--- src/rtl/reg_file_clr.sv ---
// reg_file_clr: two-read/one-write register file with bypass, optional zero entry,
// per-entry dirty flags and a sequential bulk-clear engine.
module reg_file_clr #(
    parameter int DW      = 8,
    parameter int PW      = 4,
    parameter int BYPASS  = 1,
    parameter int ZERO_R0 = 0
) (
    input  logic              clk,
    input  logic              rst_n,
    input  logic              wr_en,
    input  logic [PW-1:0]     wr_addr,
    input  logic [DW-1:0]     dat_in,
    input  logic [PW-1:0]     rd_addrA,
    input  logic [PW-1:0]     rd_addrB,
    input  logic              clr_start,
    output logic [DW-1:0]     datA_out,
    output logic [DW-1:0]     datB_out,
    output logic              busy,
    output logic              clr_done,
    output logic              wr_err,
    output logic [2**PW-1:0]  dirty
);
    localparam int DEPTH = 2**PW;
    // State bits double as the busy/clr_done outputs, so both come straight from flops.
    typedef enum logic [1:0] {IDLE = 2'b00, CLEAR = 2'b01, DONE = 2'b10} state_t;
    state_t        r_state, w_next;
    logic [PW-1:0] r_ptr;
    logic [DW-1:0] r_core [DEPTH];
    logic [DEPTH-1:0] r_dirty;
    logic          r_wr_err;
    logic          w_we, w_fwd_a, w_fwd_b;

    assign busy     = r_state[0];
    assign clr_done = r_state[1];
    assign wr_err   = r_wr_err;
    assign dirty    = r_dirty;
    assign w_we     = wr_en && !busy && !((ZERO_R0 != 0) && (wr_addr == '0));
    assign w_fwd_a  = (BYPASS != 0) && w_we && (wr_addr == rd_addrA);
    assign w_fwd_b  = (BYPASS != 0) && w_we && (wr_addr == rd_addrB);
    assign datA_out = ((ZERO_R0 != 0) && (rd_addrA == '0)) ? '0 : w_fwd_a ? dat_in : r_core[rd_addrA];
    assign datB_out = ((ZERO_R0 != 0) && (rd_addrB == '0)) ? '0 : w_fwd_b ? dat_in : r_core[rd_addrB];

    always_comb begin
        w_next = r_state;
        case (r_state)
            IDLE:    w_next = clr_start ? CLEAR : IDLE;
            CLEAR:   w_next = (r_ptr == PW'(DEPTH-1)) ? DONE : CLEAR;
            default: w_next = IDLE;
        endcase
    end

    always_ff @(posedge clk or negedge rst_n) begin
        if (!rst_n) begin
            r_state  <= IDLE;
            r_ptr    <= '0;
            r_wr_err <= 1'b0;
        end else begin
            r_state  <= w_next;
            r_wr_err <= wr_en && busy;
            if (r_state == IDLE && clr_start)
                r_ptr <= '0;
            else if (r_state == CLEAR && r_ptr != PW'(DEPTH-1))
                r_ptr <= r_ptr + 1'b1;
        end
    end

    always_ff @(posedge clk or negedge rst_n) begin
        if (!rst_n) begin
            for (int i = 0; i < DEPTH; i++)
                r_core[i] <= '0;
            r_dirty <= '0;
        end else if (busy) begin
            r_core[r_ptr]  <= '0;
            r_dirty[r_ptr] <= 1'b0;
        end else if (w_we) begin
            r_core[wr_addr]  <= dat_in;
            r_dirty[wr_addr] <= 1'b1;
        end
    end
endmodule
--- config.mk ---
export PLATFORM = sky130hd
export DESIGN_NAME = reg_file_clr
export DESIGN_NICKNAME = d
export VERILOG_FILES = /design/src/rtl/reg_file_clr.sv
export SDC_FILE = /design/constraint.sdc
export NUM_CORES = 1
export LEC_CHECK = 0
export CORE_MARGIN = 2
export CORE_UTILIZATION = 32
export DETAILED_ROUTE_END_ITERATION = 16
export DONT_BUFFER_PORTS = 1
export HOLD_SLACK_MARGIN = 0.02
export PLACE_DENSITY = 0.45
export SYNTH_ARGS = -nofsm -noshare
export SYNTH_HDL_FRONTEND = slang
export SYNTH_SLANG_ARGS = --single-unit
--- constraint.sdc ---
create_clock -name clk -period 2.9 [get_ports clk]
set_input_delay 0.58 -clock clk [delete_from_list [all_inputs] [get_ports clk]]
set_output_delay 0.58 -clock clk [all_outputs]
set_load 0.02 [all_outputs]
Yosys cells after proc, flatten, opt, wreduce, memory -nomap -nowiden

Index checks and enable logic that the tools add are counted.

Logic and storage cells: 85
Flip-flop bits (word level): 151
Bits in latches: 0
ROM bits: 0
Bits in writable memories: 0
Bits of input ports: 24
Output and inout bits: 35
Memories: 0

Divide/modulo/power cells: 0
$lt $le $gt $ge: 10
Bitwise logic cells: 9
Reductions and logical operators: 14
$add $sub $neg: 1
Equality and inequality tests: 5
Multipliers: 0
Multiplexer cells: 26
Shift-type cells: 0

Operators by type and width:

| operator                                                                            | count |
|---|---|
| 128-bit 2-to-1 mux                                                                  | 2 |
| 128-bit AND                                                                         | 1 |
| 128-bit bitwise mux                                                                 | 1 |
| 128-bit inverter                                                                    | 1 |
| 8-bit binary-select mux with 4-bit select                                           | 2 |
| 8-bit demux with 4-bit select                                                       | 2 |
| 8-bit 2-to-1 mux                                                                    | 8 |
| 16-bit 2-to-1 mux                                                                   | 2 |
| 5-bit greater-or-equal comparator, second input constant                            | 4 |
| 4-bit inverter with 5-bit output                                                    | 4 |
| 16-bit AND                                                                          | 1 |
| 16-bit inverter                                                                     | 1 |
| 16-bit bitwise OR                                                                   | 1 |
| 1-bit logical AND                                                                   | 10 |
| 4-bit by 5-bit less-than comparator with 1-bit output, second input constant        | 2 |
| 5-bit by 1-bit less-than comparator with 1-bit output, second input constant        | 2 |
| 1-bit demux with 4-bit select                                                       | 2 |
| 4-bit equality test                                                                 | 2 |
| 4-bit by 1-bit greater-or-equal comparator with 1-bit output, second input constant | 2 |
| 4-bit 2-to-1 mux                                                                    | 2 |
| 4-bit by 1-bit adder with 4-bit output, second input constant                       | 1 |
| 4-bit equality test, second input constant                                          | 1 |
| 4-bit inequality test, second input constant                                        | 1 |
| 2-bit one-hot mux with 2 select lines                                               | 1 |
| other kinds (6)                                                                     | 9 |

Longest topological paths before layout

Gate-level depths: netlist of run 1.

Depth after elaboration: 8
Gate-level depth with buffers: 7
Gate-level depth less buffers: 5

Worst setup path before layout of run 1

No wires, ideal clock.

Path kind: input to output
From: in rd_addrA[3]
To: out datA_out[0]
Slack: 269 ps
Stages on the path: 7
Data required time: 2320 ps
Buffers on the path: 3
Data arrival time: 2051 ps
Cell sequence: buf_2 buf_6 buf_6 xor2_1 nor3_1 nand3_2 mux2i_1

Cells in the longest elaborated chain, start to end: 5
Elaborated cells on any way between the ends: 7
Those cells by class: 1 x eq/ne; 4 x mux; 1 x bitwise; 1 x reduce/logical

Ends and longest elaborated chain:

| item                                                   | line | RTL |
|---|---|---|
| from (decl)                                            | 14   | `input logic [PW-1:0] rd_addrA,` |
| 4-bit inverter with 5-bit output (not written as such) | 41   | `assign datA_out = ((ZERO_R0 != 0) && (rd_addrA == '0)) ? '0 : w_fwd_a ? dat_in : r_core[rd_addrA];` |
| 8-bit binary-select mux with 4-bit select              | 41   |  |
| 8-bit 2-to-1 mux (not written as such) (2 in a row)    | 41   |  |
| 8-bit 2-to-1 mux (*)                                   | 41   |  |
| to (decl)                                              | 17   | `output logic [DW-1:0] datA_out,` |

Mark *: on every way between the ends. The rest lies on a longest branch, timed or not. The select of a mux whose other input is x is not followed.

Final worst setup path of run 1

From: reg r_core[107] (netlist bit)
To: out datB_out[3]

Cells in the longest elaborated chain, start to end: 4

Ends and longest elaborated chain:

| item                                                | line | RTL |
|---|---|---|
| from (decl)                                         | 29   | `logic [DW-1:0] r_core [DEPTH];` |
| from (signal, indexed assignment)                   | 77   | `r_core[wr_addr] <= dat_in;` |
| 8-bit binary-select mux with 4-bit select           | 42   | `assign datB_out = ((ZERO_R0 != 0) && (rd_addrB == '0)) ? '0 : w_fwd_b ? dat_in : r_core[rd_addrB];` |
| 8-bit 2-to-1 mux (not written as such) (2 in a row) | 42   |  |
| 8-bit 2-to-1 mux                                    | 42   |  |
| to (decl)                                           | 18   | `output logic [DW-1:0] datB_out,` |

No other way between the ends. The select of a mux whose other input is x is not followed.

==> impl_metrics.yaml, run 1 <==
synthesis:
  yosysSeqAreaShare: 0.453
  syn_area_per_cell_um2: 11.1
  synthTopCellsByCount: "184 x nand2_1, 151 x dfrtp_1, 94 x o21ai_0"
  netlist_instances: 751
  synth_nets: 780
  ys_seq_elements: 151
  yosysWarnings: 0
  synthTopCellsByArea: "dfrtp_1 45%, mux4_2 17%, nand2_1 8.3%, mux2i_1 5.8%, o21ai_0 5.6%"
  synth-main-ff-cell: "dfrtp_1"
  syn_area_mm2: 0.00835
  synth_top_area_frac: 0.453
  synth.distinct_cells: 41
  synth_edf_count: 0
  synthArstFlopShare: 1.00
  synth.largest_area_cell: "dfrtp_1"
  synth_most_common_cell: "nand2_1"
drt:
  post_drt_via_cell_ratio: 5.48
  first_iter_violations: 430
  wire_per_inst_um: 23.8
  drtAntennaViolNets: 0
  dr.pass1.iters: 5
  vias: 5909
  drc: 0
  drt_wl_total_um: 25700
pwr:
  p_per_area_mw_per_mm2: 907
  peakVddDrop_v: 0.000401
  leakagePower_nw: 4.06
critical_path:
  worst_path_max_delay_cell: "mux4_2"
  path_common_cell: "mux2i_1"
  critPathKind: "register to output pin"
  path_max_fanout: 3
  start_kind: "register"
  arrival_ns: 2.16
  crit_chain: "mux4_2, mux2i_1, mux2_2, mux2i_1"
  critPathBufInv: 0
  crit_required_ns: 2.32
  end_kind: "output pin"
  crit_path_max_incr_delay_ns: 0.50
  crit_family: "multiplexers"
global_route:
  grt-ovfl-total: 0
  busiest_layer: "met2"
  grt_use_met3: 0.0415
  grt_antenna_before_repair: 0
  use_met2: 0.336
  grt_usage: 0.197
  grt_pass1_wl_um: 39100
  grt_pass1_vias: 6119
  met1_usage: 0.242
  grt_max_degree: 152
sta:
  period_needed_ns: 2.74
  slew_headroom: 0.423
  worstMarginPinSlew_ns: 0.865
  period_share: 0.943
  skew_ns: 0.00980
  finalSetupTns_ns: 0
  slew_viol_final: 0
  max_freq_ghz: 0.366
  rsz0062_at_grt: "no"
  holdWs_ns: -0.159
  setup_violations: 0
  hold_viol_final: 151
floorplanning:
  initial_core_util: 0.323
  fp.dieH_um: 165
  die-area_mm2: 0.0274
  coreArea_mm2: 0.0258
  fp.dieW_um: 165
  io-pin-count: 59
  fp-row-count: 59
final_layout:
  utilization: 0.356
  fill_cells: 2528
  antenna_cells: 0
  drive_gt1_frac: 0.192
  area_growth_pct: 10.1
  final_nets: 760
clock_network:
  cts_setup_buffers: 0
  cts_resized: 0
  cts_tree: "built"
  h-tree-depth: 4
  clk_path_buf_depth: 2
  clock-sinks: 151
  clk_latency_ns: 0.43
  clkTransAtPathRegs_ns: 0.07
  cts_root_buf: "clkbuf_16"
  cts_buffers: 17
hold_path:
  min_path_type: "primary input to async pin"
place:
  gp_congestion: 0.876
  dp_hpwl_um: 17700
  io_buffers: 0
outcome:
  violations: "negative hold slack"
  outcome: "finished, violations left"
job:
  cap_violations: 0
## cells by family (layout without fill, tap and decap cells)
| group | Yosys count | in the layout | share of synthesized area |
|---|---|---|---|
| adder cells (fa/ha/maj) | 5 | 5 | 0.00750 |
| AO/OA/AOI/OAI | 149 | 149 | 0.109 |
| AND/OR/NAND/NOR | 242 | 242 | 0.129 |
| flip-flops | 151 | 151 | 0.453 |
| XOR/XNOR | 9 | 9 | 0.00944 |
| buffers and inverters | 67 | 60 | 0.0400 |
| multiplexers | 128 | 128 | 0.252 |
## power breakdown
group          switching (mW)  internal (mW)
logic                    1.23           1.21
registers               0.796           2.89
clock network           0.951           1.26
## flip-flops by register name (all words and copies together), names as in the netlist
name and count:
dirty 16, r_ptr 4, r_core 128, wr_err 1, r_state 2
## placed cells by master (no fill, tap or decap), drive strengths merged
master / instances
and2: 1
inv: 16
and3: 2
o21ai: 96
nand2b: 2
xor2: 5
mux2: 16
clkbuf: 20
a22oi: 1
nor2: 13
or4b: 1
o221a: 1
mux4: 64
nor3: 5
nor3b: 2
bufinv: 1
clkinv: 4
clkinvlp: 4
nand4: 1
a21oi: 5
nor2b: 2
a21o: 14
buf: 15
mux2i: 48
or2: 2
nand2: 184
dfrtp: 151
nand4bb: 2
nand3: 21
ha: 5
and3b: 3
xnor2: 4
nand4b: 1
a22o: 32
## metal layers
layer,wire length (um),vias up
met2,13000,166
met4,803,0
met1,10600,3026
met5,0,-
met3,1330,47
li1,-,2670
## worst paths after layout
check	endpoint	startpoint	slack, ns	depth (start not counted)
min in group clk	r_core[90]$_DFFE_PN0P_	dat_in[2]	0.27	2
min	r_core[123]$_DFFE_PN0P_	rst_n	-0.16	0
max reg2reg	r_core[125]$_DFFE_PN0P_	r_state[0]$_DFF_PN0_	0.77	4
min reg2reg	r_core[81]$_DFFE_PN0P_	r_core[81]$_DFFE_PN0P_	0.52	2
max	datB_out[3]	r_core[107]$_DFFE_PN0P_	0.16	4
max in group asynchronous	r_core[75]$_DFFE_PN0P_	rst_n	2.79	0
## area by class of cell
class | instances | area, um2 | area share
clock inverters | 12 | 118 | 0.0128
repair buffers | 15 | 113 | 0.0123
clock buffers | 20 | 467 | 0.0508
flip-flops and latches | 151 | 3780 | 0.411
inverters | 13 | 48.8 | 0.00531
multi-input cells | 533 | 4240 | 0.462
well taps | 335 | 419 | 0.0456
## metrics by stage
| step | power (mW) | instances | instance area [um2] | worst slack (ns) |
|---|---|---|---|---|
| floorplan | 5.34 | 751 | 8350 | 0.269 |
| global placement | 6.07 | 1047 | 8600 | 0.362 |
| detailed placement | 6.16 | 1047 | 8600 | 0.372 |
| CTS | 8.40 | 1079 | 9190 | 0.118 |
| global route | 8.79 | 1079 | 9190 | 0.0569 |
| finish | 8.33 | 1079 | 9190 | 0.164 |
Power figures use the tool's default switching activity.
==> run 2: changes to the inputs <==
--- a/config.mk
+++ b/config.mk
@@ -5,12 +5,13 @@
 export SDC_FILE = /design/constraint.sdc
 export NUM_CORES = 1
 export LEC_CHECK = 0
-export CORE_MARGIN = 2
+export CORE_MARGIN = 8
 export CORE_UTILIZATION = 32
 export DETAILED_ROUTE_END_ITERATION = 16
 export DONT_BUFFER_PORTS = 1
 export HOLD_SLACK_MARGIN = 0.02
 export PLACE_DENSITY = 0.45
+export RECOVER_POWER = 100
 export SYNTH_ARGS = -nofsm -noshare
 export SYNTH_HDL_FRONTEND = slang
 export SYNTH_SLANG_ARGS = --single-unit
==> run 2 against run 1 <==
  * The flow still finishes with violations (negative hold slack)
  * Clock skew decreased by 0.0018 ns
  * Sequential share of layout area up 0.050 points
  * Sequential cell count unchanged
  * Sequential power about the same
  * Combinational power about the same
  * Total power up 1.2%
  * Non-clock buffer count rose by 5
  * Hold slack gained 0.00064 ns
  * Largest power group unchanged
==> impl_metrics.yaml, run 2 (synthesized netlist as in run 1, its figures left out) <==
sta:
  period_needed_ns: 2.79
  holdWs_ns: -0.158
  slew_viol_final: 0
  worstMarginPinSlew_ns: 1.06
  hold_viol_final: 151
  slew_headroom: 0.288
  worst_slack_ns: 0.112
  skew_ns: 0.00797
  period_share: 0.961
  finalSetupTns_ns: 0
  setup_violations: 0
  max_freq_ghz: 0.359
  rsz0062_at_grt: "no"
global_route:
  grt-ovfl-total: 0
  met1_usage: 0.214
  grt_usage: 0.172
  grt_use_met3: 0.0366
  grt_antenna_before_repair: 0
  busiest_layer: "met2"
  grt_max_degree: 152
  use_met2: 0.289
  grt_pass1_wl_um: 39900
  grt_pass1_vias: 6064
clock_network:
  clk_path_buf_depth: 2
  cts_setup_buffers: 0
  clkTransAtPathRegs_ns: 0.07
  cts_resized: 0
  cts_root_buf: "clkbuf_16"
  cts_buffers: 17
  h-tree-depth: 4
  clock-sinks: 151
  clk_latency_ns: 0.43
  cts_tree: "built"
floorplanning:
  fp.dieH_um: 177
  coreArea_mm2: 0.0258
  initial_core_util: 0.323
  fp-row-count: 59
  io-pin-count: 59
  die-area_mm2: 0.0315
  fp.dieW_um: 177
drt:
  drc: 0
  post_drt_via_cell_ratio: 5.47
  dr.pass1.iters: 5
  drt_wl_total_um: 26200
  wire_per_inst_um: 24.2
  vias: 5934
  drtAntennaViolNets: 0
  first_iter_violations: 524
final_layout:
  seqCellArea_mm2: 0.00378
  antenna_cells: 0
  layout_commonest_cell: "nand2_1"
  instances_no_fill: 1084
  final_cell_mix: "184 x nand2_1, 151 x dfrtp_1, 96 x o21ai_0"
  area_growth_pct: 9.94
  fill_cells: 2542
  final_nets: 765
  largest_reg_flops: 128
  regMostFlops: "r_core"
  drive_gt1_frac: 0.175
  multiInputGateArea_mm2: 0.00421
  utilization: 0.355
place:
  dp_hpwl_um: 18100
  gp_congestion: 0.894
  io_buffers: 0
  place_ws_ns: 0.405
  dpl.cell_count: 1052
critical_path:
  path_max_fanout: 8
  r2r-start: "r_state[0]$_DFF_PN0_"
  arrival_ns: 2.21
  crit_required_ns: 2.32
  end_kind: "output pin"
  critPathKind: "register to output pin"
  start_kind: "register"
  startpoint: "r_state[0]$_DFF_PN0_"
pwr:
  peakVddDrop_v: 0.000436
  p_per_area_mw_per_mm2: 919
  leakagePower_nw: 4.03
  power_mw: 8.43
hold_path:
  min_path_type: "primary input to async pin"
outcome:
  outcome: "finished, violations left"
  violations: "negative hold slack"
job:
  cap_violations: 0
==> run 2: cell types whose count changed in the layout (fill, tap and decap cells not counted), sizes merged <==
cell,change
bufinv,+1
inv,+1
clkbuf,+11
buf,-6
clkinvlp,-1
clkinv,-1
==> run 2: worst max-delay path: stages (launching register included) <==
cell	delay, ns
dfrtp_1	0.38
nor2b_1	0.33
nand4_2	0.41
mux2i_1	0.42
clkbuf_2	0.24
==> run 2: layout make-up <==
type,instances,area share
Inverter,13,0.00532
Sequential cell,151,0.412
Timing Repair Buffer,20,0.0121
Clock inverter,12,0.0153
Clock buffer,20,0.0509
Tap cell,335,0.0457
Multi-Input combinational cell,533,0.459
==> run 2: path summary, 6_finish.rpt <==
path	to	slack, ns	cells after the start
hold / removal	r_core[59]$_DFFE_PN0P_	-0.16	0
hold reg to reg	r_core[86]$_DFFE_PN0P_	0.53	2
setup / recovery	datB_out[6]	0.11	4
max in group asynchronous	r_ptr[0]$_DFFE_PN0P_	2.69	0
setup reg to reg	r_core[28]$_DFFE_PN0P_	0.23	5
min in group clk	r_core[89]$_DFFE_PN0P_	0.27	2
==> run 2: report_power, final <==
group | switching, mW | leakage [nW] | internal (mW)
clock | 0.956 | 0.290 | 1.35
combinational | 1.24 | 1.71 | 1.20
sequential | 0.803 | 2.03 | 2.89
total | 3.00 | 4.03 | 5.44
==> run 2: layer usage <==
layer / share of wire / routed length [um]
met5: 0 / 0
met4: 0.026 / 682
met3: 0.049 / 1270
met2: 0.51 / 13300
met1: 0.42 / 11000
==> run 2: stage by stage <==
| stage | area, um2 | hold slack (ns) |
|---|---|---|
| after floorplan | 8350 | 0.284 |
| after global placement | 8640 | 0.291 |
| after detailed placement | 8640 | 0.292 |
| after CTS | 9250 | -0.172 |
| after global routing | 9180 | -0.183 |
| final | 9180 | -0.158 |
==> run 3: changes to the inputs <==
--- a/config.mk
+++ b/config.mk
@@ -10,7 +10,7 @@
 export DETAILED_ROUTE_END_ITERATION = 16
 export DONT_BUFFER_PORTS = 1
 export HOLD_SLACK_MARGIN = 0.02
-export PLACE_DENSITY = 0.45
+export PLACE_DENSITY = 0.46
 export RECOVER_POWER = 100
 export SYNTH_ARGS = -nofsm -noshare
 export SYNTH_HDL_FRONTEND = slang
==> constraint.sdc (replaced) <==
create_clock -name clk -period 2.45 [get_ports clk]
set_input_delay 0.49 -clock clk [delete_from_list [all_inputs] [get_ports clk]]
set_output_delay 0.49 -clock clk [all_outputs]
set_load 0.02 [all_outputs]
==> run 3 against run 2 <==
  * The run ends with negative hold slack, negative setup slack left
  * Die area unchanged
  * Global-route usage up 0.11 points
  * Combinational power up 40%
  * Sequential share of layout area down 2.2 points
  * Wire length up 1.6%
  * Clock power up 26%
  * Sequential power up 20%
  * Critical path type unchanged
  * Critical endpoint is now datA_out[0]
  * Largest power group unchanged
==> impl_metrics.yaml, run 3 (synthesized netlist as in run 1, its figures left out) <==
outcome:
  outcome: "finished, violations left"
  violations: "negative hold slack, negative setup slack"
critical_path:
  crit_family: "multiplexers"
  critPathKind: "register to output pin"
  r2r_setup_slack_ns: 0.07
  r2r-start: "r_state[0]$_DFF_PN0_"
  critPathBufInv: 1
  worst_path_max_delay_cell: "mux4_2"
  ff2ff_path_depth: 4
  crit_path_max_incr_delay_ns: 0.52
  start_kind: "register"
  arrival_ns: 2.04
  crit_chain: "mux4_2, mux2i_2, mux2_4, mux2i_1, buf_4"
  timing.rr.end: "r_core[95]$_DFFE_PN0P_"
  crit_required_ns: 1.96
  end_kind: "output pin"
  path_max_fanout: 3
global_route:
  grt_usage: 0.173
  busiest_layer: "met2"
  use_met2: 0.279
  grt_pass1_vias: 6334
  grt_use_met3: 0.0368
  grt-ovfl-total: 0
  grt_pass1_wl_um: 40500
  met1_usage: 0.218
  grt_antenna_before_repair: 0
  grt_max_degree: 152
clock_network:
  h-tree-depth: 4
  cts_tree: "built"
  cts_buffers: 17
  clk_latency_ns: 0.43
  clock-sinks: 151
  cts_root_buf: "clkbuf_16"
  clk_path_buf_depth: 2
  clkTransAtPathRegs_ns: 0.07
drt:
  dr.pass1.iters: 4
  post_drt_via_cell_ratio: 5.42
  first_iter_violations: 453
  drtAntennaViolNets: 0
  drc: 0
  vias: 6044
  wire_per_inst_um: 23.9
  drt_wl_total_um: 26700
floorplanning:
  coreArea_mm2: 0.0258
  fp.dieW_um: 177
  io-pin-count: 59
  die-area_mm2: 0.0315
  fp-row-count: 59
  fp.dieH_um: 177
  initial_core_util: 0.323
sta:
  max_freq_ghz: 0.395
  period_share: 1.03
  holdWs_ns: -0.245
  hold_viol_final: 151
  worstMarginPinSlew_ns: 0.632
  worst_slack_ns: -0.0842
  slew_headroom: 0.578
  period_needed_ns: 2.53
  rsz0062_at_grt: "yes"
  slew_viol_final: 0
  skew_ns: 0.0105
  setup_violations: 13
final_layout:
  final_cell_mix: "184 x nand2_1, 151 x dfrtp_1, 95 x o21ai_0"
  area_growth_pct: 16.0
  layout_commonest_cell: "nand2_1"
  regMostFlops: "r_core"
  instances_no_fill: 1115
  drive_gt1_frac: 0.238
  fin_area_mm2: 0.00968
  largest_reg_flops: 128
  antenna_cells: 0
  final_nets: 796
place:
  dpl.cell_count: 1072
  io_buffers: 0
  place_ws_ns: 0.196
  gp_congestion: 0.849
  dp_hpwl_um: 18300
  place_area_mm2: 0.00879
hold_path:
  min_path_type: "primary input to async pin"
pwr:
  p_per_area_mw_per_mm2: 1110
  power_mw: 10.7
  leakagePower_nw: 4.25
  peakVddDrop_v: 0.000520
job:
  cap_violations: 0
[run 3: cell count changes in the layout (fill, tap and decap cells not counted), sizes merged]
cell	previous run	this run
buf	9	42
clkbuf	31	28
bufinv	2	4
clkinv	3	1
clkinvlp	3	5
inv	17	16
[run 3: through the flow]
| step | setup TNS (ns) | utilization | hold slack, ns |
|---|---|---|---|
| finish | -0.534 | 0.375 | -0.245 |
| global route | -1.67 | 0.375 | -0.268 |
| CTS | -0.738 | 0.374 | -0.263 |
| detailed placement | 0 | 0.340 | 0.202 |
| global placement | 0 | 0.340 | 0.202 |
| floorplan | -0.00611 | - | 0.194 |
[run 3: where the power goes]
part           switching [mW]  total (mW)  internal (mW)  leakage, nW
combinational            1.60        3.39           1.79         1.92
sequential              0.997        4.42           3.42         2.03
clock                    1.14        2.89           1.75        0.294
total                    3.74        10.7           6.96         4.25
[run 3: how the worst max path moves through the flow]
stage	from	to	slack, ns	cells past startpoint
global route	r_core[32]$_DFFE_PN0P_	datA_out[0]	-0.12	5
global placement	rd_addrA[0]	datA_out[2]	0.22	5
detailed placement	rd_addrB[0]	datB_out[2]	0.20	5
CTS	r_core[32]$_DFFE_PN0P_	datA_out[0]	-0.09	5
floorplan	rd_addrA[3]	datA_out[0]	-0.0008	7
finish	r_core[96]$_DFFE_PN0P_	datA_out[0]	-0.08	5
[run 3: cell type report]
class	instances	area (um2)
Clock inverter	13	195
Sequential cell	151	3780
Multi-Input combinational cell	533	4440
Inverter	13	48.8
Fill cell	2535	16200
Tap cell	335	419
Timing Repair Buffer	51	357
Clock buffer	19	443
[run 3: what timing repair did]
item,4_1_cts,5_1_grt
hold endpoints to repair,151,151
cloned,0,0
resized for setup,40,6
setup buffers,6,5
endpoints found under the setup margin,16,16
[run 3: layer usage]
layer,up-vias,routed length (um)
li1,2742,-
met1,3084,11400
met2,165,12900
met4,0,1080
met3,53,1290
met5,-,0
